==> config.mk <==
export PLATFORM = sky130hd
export DESIGN_NAME = e203_exu_fpu_fmac_issue
export DESIGN_NICKNAME = d
export VERILOG_FILES = /design/src/rtl/e203_exu_fpu_fmac_issue.sv
export SDC_FILE = /design/constraint.sdc
export NUM_CORES = 1
export LEC_CHECK = 0
export BUFFER_PORTS_ARGS = -buffer_cell sky130_fd_sc_hd__buf_2
export CAP_MARGIN = 10
export CORE_AREA = 2 2 125 127
export DETAILED_ROUTE_END_ITERATION = 16
export DIE_AREA = 0 0 127 129
export GPL_TIMING_DRIVEN = 1
export PLACE_DENSITY = 0.69
export SYNTH_ARGS = -nofsm -noshare
export SYNTH_HDL_FRONTEND = slang
export SYNTH_SLANG_ARGS = --single-unit
==> constraint.sdc <==
create_clock -name clk -period 2.1 [get_ports clk]
set_clock_uncertainty 0.05 [all_clocks]
set_input_delay 0.105 -clock clk [delete_from_list [all_inputs] [get_ports clk]]
set_output_delay 0.105 -clock clk [all_outputs]
set_load 0.05 [all_outputs]
==> src/rtl/e203_exu_fpu_fmac_issue.sv <==
// Issue/hold stage in front of the FMAC unit: accepts one FP op, holds its fields stable
// until the FMAC result is written back, drains orphaned results after a flush.
module e203_exu_fpu_fmac_issue #(
  parameter int                XLEN      = 32,
  parameter int                INFO_W    = 16,
  parameter int                ITAG_W    = 8,
  parameter logic [INFO_W-1:0] SUPP_MASK = {INFO_W{1'b1}}
) (
  input  logic              clk,
  input  logic              rst_n,

  input  logic              disp_i_valid,
  output logic              disp_i_ready,
  input  logic [XLEN-1:0]   disp_i_rs1,
  input  logic [XLEN-1:0]   disp_i_rs2,
  input  logic [XLEN-1:0]   disp_i_imm,
  input  logic [INFO_W-1:0] disp_i_info,
  input  logic [ITAG_W-1:0] disp_i_itag,

  input  logic              flush_pulse,

  output logic              fmac_i_valid,
  input  logic              fmac_i_ready,
  output logic [XLEN-1:0]   fmac_i_rs1,
  output logic [XLEN-1:0]   fmac_i_rs2,
  output logic [XLEN-1:0]   fmac_i_imm,
  output logic [INFO_W-1:0] fmac_i_info,
  output logic [ITAG_W-1:0] fmac_i_itag,

  input  logic              fmac_o_valid,
  output logic              fmac_o_ready,
  input  logic [XLEN-1:0]   fmac_o_wbck_wdat,

  output logic              wbck_o_valid,
  input  logic              wbck_o_ready,
  output logic [XLEN-1:0]   wbck_o_wdat,
  output logic [ITAG_W-1:0] wbck_o_itag,
  output logic              wbck_o_err,

  output logic              busy
);

  typedef enum logic [2:0] {
    ST_IDLE,
    ST_REQ,
    ST_WAIT,
    ST_DRAIN,
    ST_ERR
  } state_t;

  state_t            state;
  logic [XLEN-1:0]   rs1_q;
  logic [XLEN-1:0]   rs2_q;
  logic [XLEN-1:0]   imm_q;
  logic [INFO_W-1:0] info_q;
  logic [ITAG_W-1:0] itag_q;

  logic disp_hs;
  logic result_hs;
  logic supported;

  assign disp_hs   = (state == ST_IDLE) && disp_i_valid;
  assign result_hs = (state == ST_WAIT) && fmac_o_valid && wbck_o_ready;
  assign supported = |(disp_i_info & SUPP_MASK);

  // Held fields only load on an IDLE accept, so FMAC sees stable info through REQ/WAIT/DRAIN.
  always_ff @(posedge clk or negedge rst_n) begin
    if (!rst_n) begin
      state  <= ST_IDLE;
      rs1_q  <= '0;
      rs2_q  <= '0;
      imm_q  <= '0;
      info_q <= '0;
      itag_q <= '0;
    end else begin
      case (state)
        ST_IDLE: begin
          if (disp_hs && !flush_pulse) begin
            rs1_q  <= disp_i_rs1;
            rs2_q  <= disp_i_rs2;
            imm_q  <= disp_i_imm;
            info_q <= disp_i_info;
            itag_q <= disp_i_itag;
            state  <= supported ? ST_REQ : ST_ERR;
          end
        end
        ST_REQ: begin
          if (fmac_i_ready) begin
            state <= flush_pulse ? ST_DRAIN : ST_WAIT;
          end else if (flush_pulse) begin
            state <= ST_IDLE;
          end
        end
        ST_WAIT: begin
          if (result_hs) begin
            state <= ST_IDLE;
          end else if (flush_pulse) begin
            state <= ST_DRAIN;
          end
        end
        ST_DRAIN: begin
          if (fmac_o_valid) begin
            state <= ST_IDLE;
          end
        end
        ST_ERR: begin
          if (wbck_o_ready || flush_pulse) begin
            state <= ST_IDLE;
          end
        end
        default: state <= ST_IDLE;
      endcase
    end
  end

  assign disp_i_ready = (state == ST_IDLE);
  assign fmac_i_valid = (state == ST_REQ);
  assign fmac_i_rs1   = rs1_q;
  assign fmac_i_rs2   = rs2_q;
  assign fmac_i_imm   = imm_q;
  assign fmac_i_info  = info_q;
  assign fmac_i_itag  = itag_q;

  // Result path is a zero-latency pass-through in WAIT; DRAIN swallows whatever FMAC emits.
  always_comb begin
    fmac_o_ready = 1'b0;
    wbck_o_valid = 1'b0;
    wbck_o_wdat  = '0;
    case (state)
      ST_WAIT: begin
        fmac_o_ready = wbck_o_ready;
        wbck_o_valid = fmac_o_valid;
        wbck_o_wdat  = fmac_o_wbck_wdat;
      end
      ST_DRAIN: fmac_o_ready = 1'b1;
      ST_ERR:   wbck_o_valid = 1'b1;
      default: ;
    endcase
  end

  assign wbck_o_itag = itag_q;
  assign wbck_o_err  = (state == ST_ERR);
  assign busy        = (state != ST_IDLE);

endmodule

---- Word level (Yosys, flattened, before mapping) ----
Cells that the tools add are included.
word-level totals
  output and inout bits ................... 166
  bits in registers ....................... 123
  word-level logic and storage cells ...... 39
operators by class
  multiplexer cells ....................... 13
  equal/unequal tests ..................... 9
  reductions and logical operators ........ 11
operators by type and width
  cell                  count
  $mux W32              1
  $mux W3               8
  $reduce_or A16 Y1     1
  $pmux W3 S5           1
  $eq A3 B2 Y1 const B  2
  $reduce_and A5 Y1     1
  $logic_and A1 B1 Y1   4
  $ne A2 B1 Y1 const B  2
  $pmux W1 S2           2
  $eq A3 B1 Y1 const B  1
  $eq A3 B3 Y1 const B  1
  $logic_not A3 Y1      1
  $ne A3 B2 Y1 const B  1
  $ne A3 B3 Y1 const B  1
  $reduce_bool A3 Y1    1
  $ne A2 B2 Y1 const B  1
  $reduce_and A2 Y1     1
  $logic_not A1 Y1      1
  $logic_or A1 B1 Y1    1
  $mux W1               1

---- Longest topological paths before layout ----
Gate-level depths: netlist of the first run.
  depth after elaboration ................. 5
  gate-level depth with buffers ........... 7
  depth with buffers taken out ............ 4

---- Worst setup path after synthesis of the first run ----
No wires, ideal clock.
  path kind ............................... register to register
  from .................................... register state[2]
  to ...................................... register state[0]
  required time ........................... 1.986 ns
  period minus slack after synthesis ...... 2.372 ns
  data arrival time ....................... 2.258 ns
  setup slack ............................. -0.272 ns
  stages on the path, launching flop included .. 6
  path through ............................ dfrtp_1 > clkbuf_2 > nor3b_1 > a32oi_1 > o21ai_0 > mux2_2
on the way
  elaborated cells between the ends (all ways) .. 17
RTL lines
  element                             RTL line  RTL
  start: declaration                  51        state_t state;
  start signal: assignment            84        state <= supported ? ST_REQ : ST_ERR;
  start signal: assignment            89        state <= flush_pulse ? ST_DRAIN : ST_WAIT;
  $eq A3 B1 Y1 *                      -
  net fmac_i_valid                    22        output logic fmac_i_valid,
  $ne A3 B2 Y1 (no source line)       -
  $reduce_and A5 Y1 (no source line)  -
Mark *: on every way through the listed nets, which the timed path passes. The rest lies on a longest branch.
A chain may end at the register's enable or synchronous reset.

---- Final worst setup path of the first run ----
  from .................................... register state[0]
  to ...................................... output wbck_o_wdat[17]
on the way
  cells in the longest elaborated chain, start to end .. 2
ends and longest elaborated chain
  element           RTL line  RTL
  $eq A3 B2 Y1      129       case (state)
  $mux W32          129
  end: declaration  36        output logic [XLEN-1:0] wbck_o_wdat,
Every way passes these cells.

==> results of run 1 <==
[flip-flops by register name (all words and copies together) (netlist names)]
name and cells:
state 3, fmac_i_rs1 32, fmac_i_imm 32, fmac_i_rs2 32
fmac_i_itag 8, fmac_i_info 16
[through the flow]
stage          cell area (um^2)  std cells
6_report                   9240        977
5_1_grt                    9240        977
4_1_cts                    9210        977
3_5_place_dp               7320        822
3_3_place_gp               7320        822
2_1_floorplan              5480        333
[worst max-delay path, cell delays in order, from the launching register on]
cell and delay [ps]:
dfrtp_2 480, nor3b_4 280, buf_8 220, and2_1 170
buf_2 260
[final cells by class]
type	count	share of cell area
Timing Repair Buffer	451	0.336
Sequential cell	123	0.333
Multi-Input combinational cell	181	0.234
Clock buffer	19	0.0490
Tap cell	188	0.0255
Clock inverter	13	0.0207
Inverter	2	0.00108
[metal layers]
metal / global-route usage / share of wire / vias up
met4: 0.0795 / 0.025 / 0
met1: 0.218 / 0.36 / 2144
li1: - / - / 2041
met5: 0 / 0 / -
met3: 0.0665 / 0.066 / 31
met2: 0.380 / 0.55 / 202
[what timing repair did]
item | 4_1_cts | 5_1_grt
setup endpoints to repair | 29 | 29
gates cloned | 0 | 0
endpoints found under the hold margin | 244 | 0
hold buffers | 123 | 0
gates resized for setup | 4 | 13
[synth_stat cells (all sizes together) (2+ instances only)]
master / count / share of area
dfrtp: 123 / 0.56
buf: 23 / 0.038
nor3b: 2 / 0.0037
nand2b: 2 / 0.0023
nand2: 2 / 0.0014
and2: 32 / 0.037
nor4: 4 / 0.0046
nor3: 2 / 0.0039
clkbuf: 4 / 0.0030
mux2: 122 / 0.32
inv: 2 / 0.0014
[cells by family (layout without fill, tap and decap cells)]
kind of cell | after synthesis | in the layout | share of synthesized area
flops | 123 | 123 | 0.564
buf+inv | 29 | 485 | 0.0428
compound gates | 10 | 10 | 0.0147
simple gates | 49 | 49 | 0.0586
mux | 122 | 122 | 0.320
[report_power, final]
group          leakage, nW  switching, mW  internal, mW  total [mW]
clock network        0.306           1.10          2.06        3.15
logic                 3.12           6.63          3.13        9.76
registers             1.46          0.750          3.58        4.33
[worst paths after layout]
check                           cells past startpoint      startpoint  slack [ps]         endpoint
worst max-delay path                                4        state[0]         100  wbck_o_wdat[17]
worst min-delay path                                3    fmac_i_ready          60         state[1]
worst max register to register                      5        state[0]         200   fmac_i_rs2[20]
worst min register to register                      1  fmac_i_rs1[21]         450   fmac_i_rs1[21]
max in group asynchronous                           3           rst_n        1170         state[1]
min in group asynchronous                           3           rst_n         280   fmac_i_imm[23]
[cells in the final DEF (no fill, tap or decap), drive strengths merged]
master	synthesis	final
bufinv	0	4
nor2b	1	1
nand2b	2	2
buf	23	319
o211a	1	1
clkinv	0	5
nor4b	1	1
clkbuf	4	28
clkinvlp	0	3
a21boi	1	1
a32oi	1	1
nor4	4	4
a221oi	1	1
nor2	1	1
o22ai	1	1
nand2	2	2
o21ai	1	1
nor3b	2	2
and2	32	32
or2	1	1
and4	1	1
a2bb2oi	1	1
inv	2	3
o2111ai	1	1
dfrtp	123	123
nor3	2	2
mux2	122	122
a21o	1	1
dlygate4sd3	0	123
a22o	1	1
==> results.json, run 1 <==
{
  "clockRootBuffer": "clkbuf_16",
  "path_max_fanout": 35,
  "floorplan.io_pins": 325,
  "die-height_um": 129,
  "ir_worst_vdd_v": 0.000998,
  "hold_path.class": "in -> reg",
  "fillCellCount": 1129,
  "ant_nets": 0,
  "synth_ff_type": "dfrtp_1",
  "post-route-util": 0.617,
  "max-cap-violations": 0,
  "ys_seq_area_frac": 0.564,
  "setup_viol": 0,
  "regArea_um2": 3080,
  "yosys_warnings": 0,
  "cts.clk_slew.worst_paths_ps": 60,
  "fin_crit_ps": 2000,
  "vias_per_cell": 4.52,
  "cp.arrival_ps": 1850,
  "htreeDepth": 4,
  "die_area_um2": 16400,
  "total_power_mw": 17.2,
  "p_leak_nw": 4.89,
  "power_density_nw_per_um2": 1870,
  "antenna-diode-count": 0,
  "async_flop_share": 1.00,
  "startpoint_type": "flip-flop",
  "vias": 4418,
  "synth_edf_count": 0,
  "rows": 45,
  "start_util": 0.365,
  "hold_ws_ps": 64.6,
  "cts_sinks": 123,
  "cts_tree": "done",
  "multi_input_area_um2": 2160,
  "dp_worst_setup_slack_ps": 229,
  "path_class": "reg -> out",
  "grt_pass1_wl_um": 25500,
  "core_area_um2": 15000,
  "synth_cell_types": 33,
  "clockBufferDepth": 2,
  "cts_setup_buffers": 0,
  "grt_pass1_vias": 4840,
  "maxSlewViolCount": 0,
  "syn_nets": 492,
  "dr.pass1.iters": 4,
  "overflow": 0,
  "worst_slew_pin_slew_ps": 663,
  "antenna_found_initial": 0,
  "nNetsFinal": 935,
  "avgRoutedWirePerCell_um": 17.5,
  "drtIter0Drc": 108,
  "grt_start_max_net_pins": 124,
  "syn_area_per_cell_um2": 16.4,
  "critPathRequiredTime_ps": 1950,
  "clock_latency_ps": 410,
  "wirelength_um": 17100,
  "syn_to_final_growth_pct": 69.2,
  "drive_gt1_frac": 0.621,
  "die_w_um": 127,
  "relSlewSlack": 0.558,
  "cp-end-kind": "output pin",
  "setup_ws_ps": 98.9,
  "cts_buffers": 17,
  "port_buffers": 324,
  "rsz0062_at_grt": "false",
  "fin_tns_setup_ps": 0,
  "outcome": "finished, final reports clean",
  "timing.fmax_mhz": 500,
  "yosys_register_bits": 123,
  "drc": 0,
  "timing.final.hold_violations": 0,
  "syn_area_um2": 5460,
  "syn_inst": 333,
  "timing.final.crit_share": 0.953,
  "gp_congestion": 0.897,
  "post-dp-hpwl_um": 11400,
  "globalRouteTotalUtil": 0.205
}
Power figures use the tool's default switching activity.
==> run 2, diff against run 1 <==
Settings changed: REMOVE_ABC_BUFFERS set to 1.
==> results.json, run 2 (synthesis results as in run 1) <==
{
  "outcome": "finished, final reports clean",
  "max-cap-violations": 0,
  "rows": 45,
  "cts_buffers": 17,
  "ir_worst_vdd_v": 0.00139,
  "critPathRequiredTime_ps": 1950,
  "routed.top_layer": "met4",
  "power.internal_mw": 8.28,
  "die_w_um": 127,
  "regArea_um2": 3080,
  "cts_tree": "done",
  "path_class": "reg -> out",
  "post-route-util": 0.604,
  "nNetsFinal": 939,
  "path_buf_inv": 2,
  "final_area_um2": 9040,
  "core_area_um2": 15000,
  "path_max_fanout": 18,
  "dp_worst_setup_slack_ps": 195,
  "path_cells": "nor3b_4, buf_6, and2_1, buf_2",
  "syn_to_final_growth_pct": 65.6,
  "maxSlewViolCount": 0,
  "start_util": 0.365,
  "die-height_um": 129,
  "timing.fmax_mhz": 503,
  "layoutNonFillerInstCount": 980,
  "gp_congestion": 0.769,
  "htreeDepth": 4,
  "dr.pass1.iters": 4,
  "route.met3.wl_um": 1070,
  "cts_setup_buffers": 0,
  "die_area_um2": 16400,
  "drc": 0,
  "pwr-share-comb": 0.577,
  "power_density_nw_per_um2": 1850,
  "crit_family": "flip-flops",
  "startpoint_type": "flip-flop",
  "avgRoutedWirePerCell_um": 16.5,
  "relSlewSlack": 0.541,
  "max_stage_delay_ps": 490,
  "clockRootBuffer": "clkbuf_16",
  "swShare": 0.505,
  "post-dp-hpwl_um": 10300,
  "vias_per_cell": 4.51,
  "multi_input_area_um2": 2160,
  "final_common_cell": "buf_2",
  "wl_met1_um": 6400,
  "overflow": 0,
  "setup_viol": 0,
  "cts.clk_slew.worst_paths_ps": 50,
  "layout_common_cells": "buf_2 (313), dlygate4sd3_1 (123), dfrtp_1 (122)",
  "worst_slew_pin_slew_ps": 688,
  "fillCellCount": 1116,
  "antenna_found_initial": 0,
  "globalRouteTotalUtil": 0.192,
  "cts_sinks": 123,
  "grt_pass1_wl_um": 24300,
  "switching_power_mw": 8.44,
  "clockBufferDepth": 2,
  "wirelength_um": 16200,
  "vias": 4422,
  "setup_ws_ps": 111,
  "hold_path.class": "in -> reg",
  "clock_latency_ps": 400,
  "timing.final.hold_violations": 0,
  "cp-end-kind": "output pin",
  "drtIter0Drc": 150,
  "pwr-share-seq": 0.260,
  "dpl.cell_count": 825,
  "floorplan.io_pins": 325,
  "drive_gt1_frac": 0.619,
  "slowest_stage": "dfrtp_1",
  "placed_area_um2": 7210,
  "timing.final.crit_share": 0.947,
  "rsz0062_at_grt": "false",
  "grt_start_max_net_pins": 124,
  "port_buffers": 324,
  "total_power_mw": 16.7,
  "grt_pass1_vias": 4744,
  "ant_nets": 0,
  "cp.arrival_ps": 1830,
  "fin_crit_ps": 1990,
  "antenna-diode-count": 0,
  "p_clk_frac": 0.164,
  "wl_met2_um": 8340,
  "p_leak_nw": 4.84
}
run 2: changes by cell type in the layout (fill, tap and decap cells not counted), sizes merged:
| cell | before | now |
|---|---|---|
| buf | 319 | 322 |
| clkinvlp | 3 | 5 |
| inv | 3 | 5 |
| bufinv | 4 | 1 |
| clkinv | 5 | 4 |
run 2: path summary, 6_finish.rpt:
| kind | from | to | slack, ps | cells after the start |
|---|---|---|---|---|
| max | state[2] | wbck_o_wdat[28] | 110 | 4 |
| min | fmac_i_ready | state[1] | 50 | 3 |
| max reg2reg | state[0] | fmac_i_imm[25] | 170 | 5 |
| min reg2reg | fmac_i_rs1[24] | fmac_i_rs1[24] | 450 | 1 |
| max in group asynchronous | rst_n | state[1] | 1180 | 3 |
| min in group asynchronous | rst_n | fmac_i_imm[31] | 240 | 3 |
run 2: area by class of cell:
class | count | area share
clock buffers | 18 | 0.0486
clock inverters | 13 | 0.0130
inverters | 2 | 0.000830
multi-input cells | 181 | 0.239
flip-flops and latches | 123 | 0.340
well taps | 188 | 0.0260
repair buffers | 455 | 0.332
run 2: layer usage:
metal  up-vias  track usage
li1       2041            -
met1      2155        0.222
met2       192        0.328
met3        34       0.0686
met4         0       0.0750
met5         -            0
run 2: worst register-to-register path, delay by kind of cell (launching register included):
family | cells | cell delay, ps
multiplexers | 1 | 340
flip-flops | 1 | 490
buffers and inverters | 2 | 310
AND/OR/NAND/NOR | 2 | 620
run 2: timing repair:
item	4_1_cts	5_1_grt
pin swaps	0	1
gates cloned	0	1
hold buffers	123	0
gates resized for setup	1	14
setup endpoints to repair	5	33
endpoints found under the hold margin	244	0
run 2: power by group through the flow:
stage          registers [mW]  logic [mW]  clock network, mW
2_1_floorplan            8.70        2.97                  0
3_3_place_gp             4.26        9.31                  0
3_5_place_dp             4.29        9.40                  0
4_1_cts                  4.31        9.57               2.80
5_1_grt                  4.47        9.97               2.91
6_report                 4.34        9.64               2.73
run 2: metrics by stage:
| stage | TNS, ps | hold slack (ps) |
|---|---|---|
| 2_1_floorplan | -411670 | -241 |
| 3_3_place_gp | 0 | 199 |
| 3_5_place_dp | 0 | 222 |
| 4_1_cts | 0 | 22.1 |
| 5_1_grt | 0 | 68.7 |
| 6_report | 0 | 54.3 |
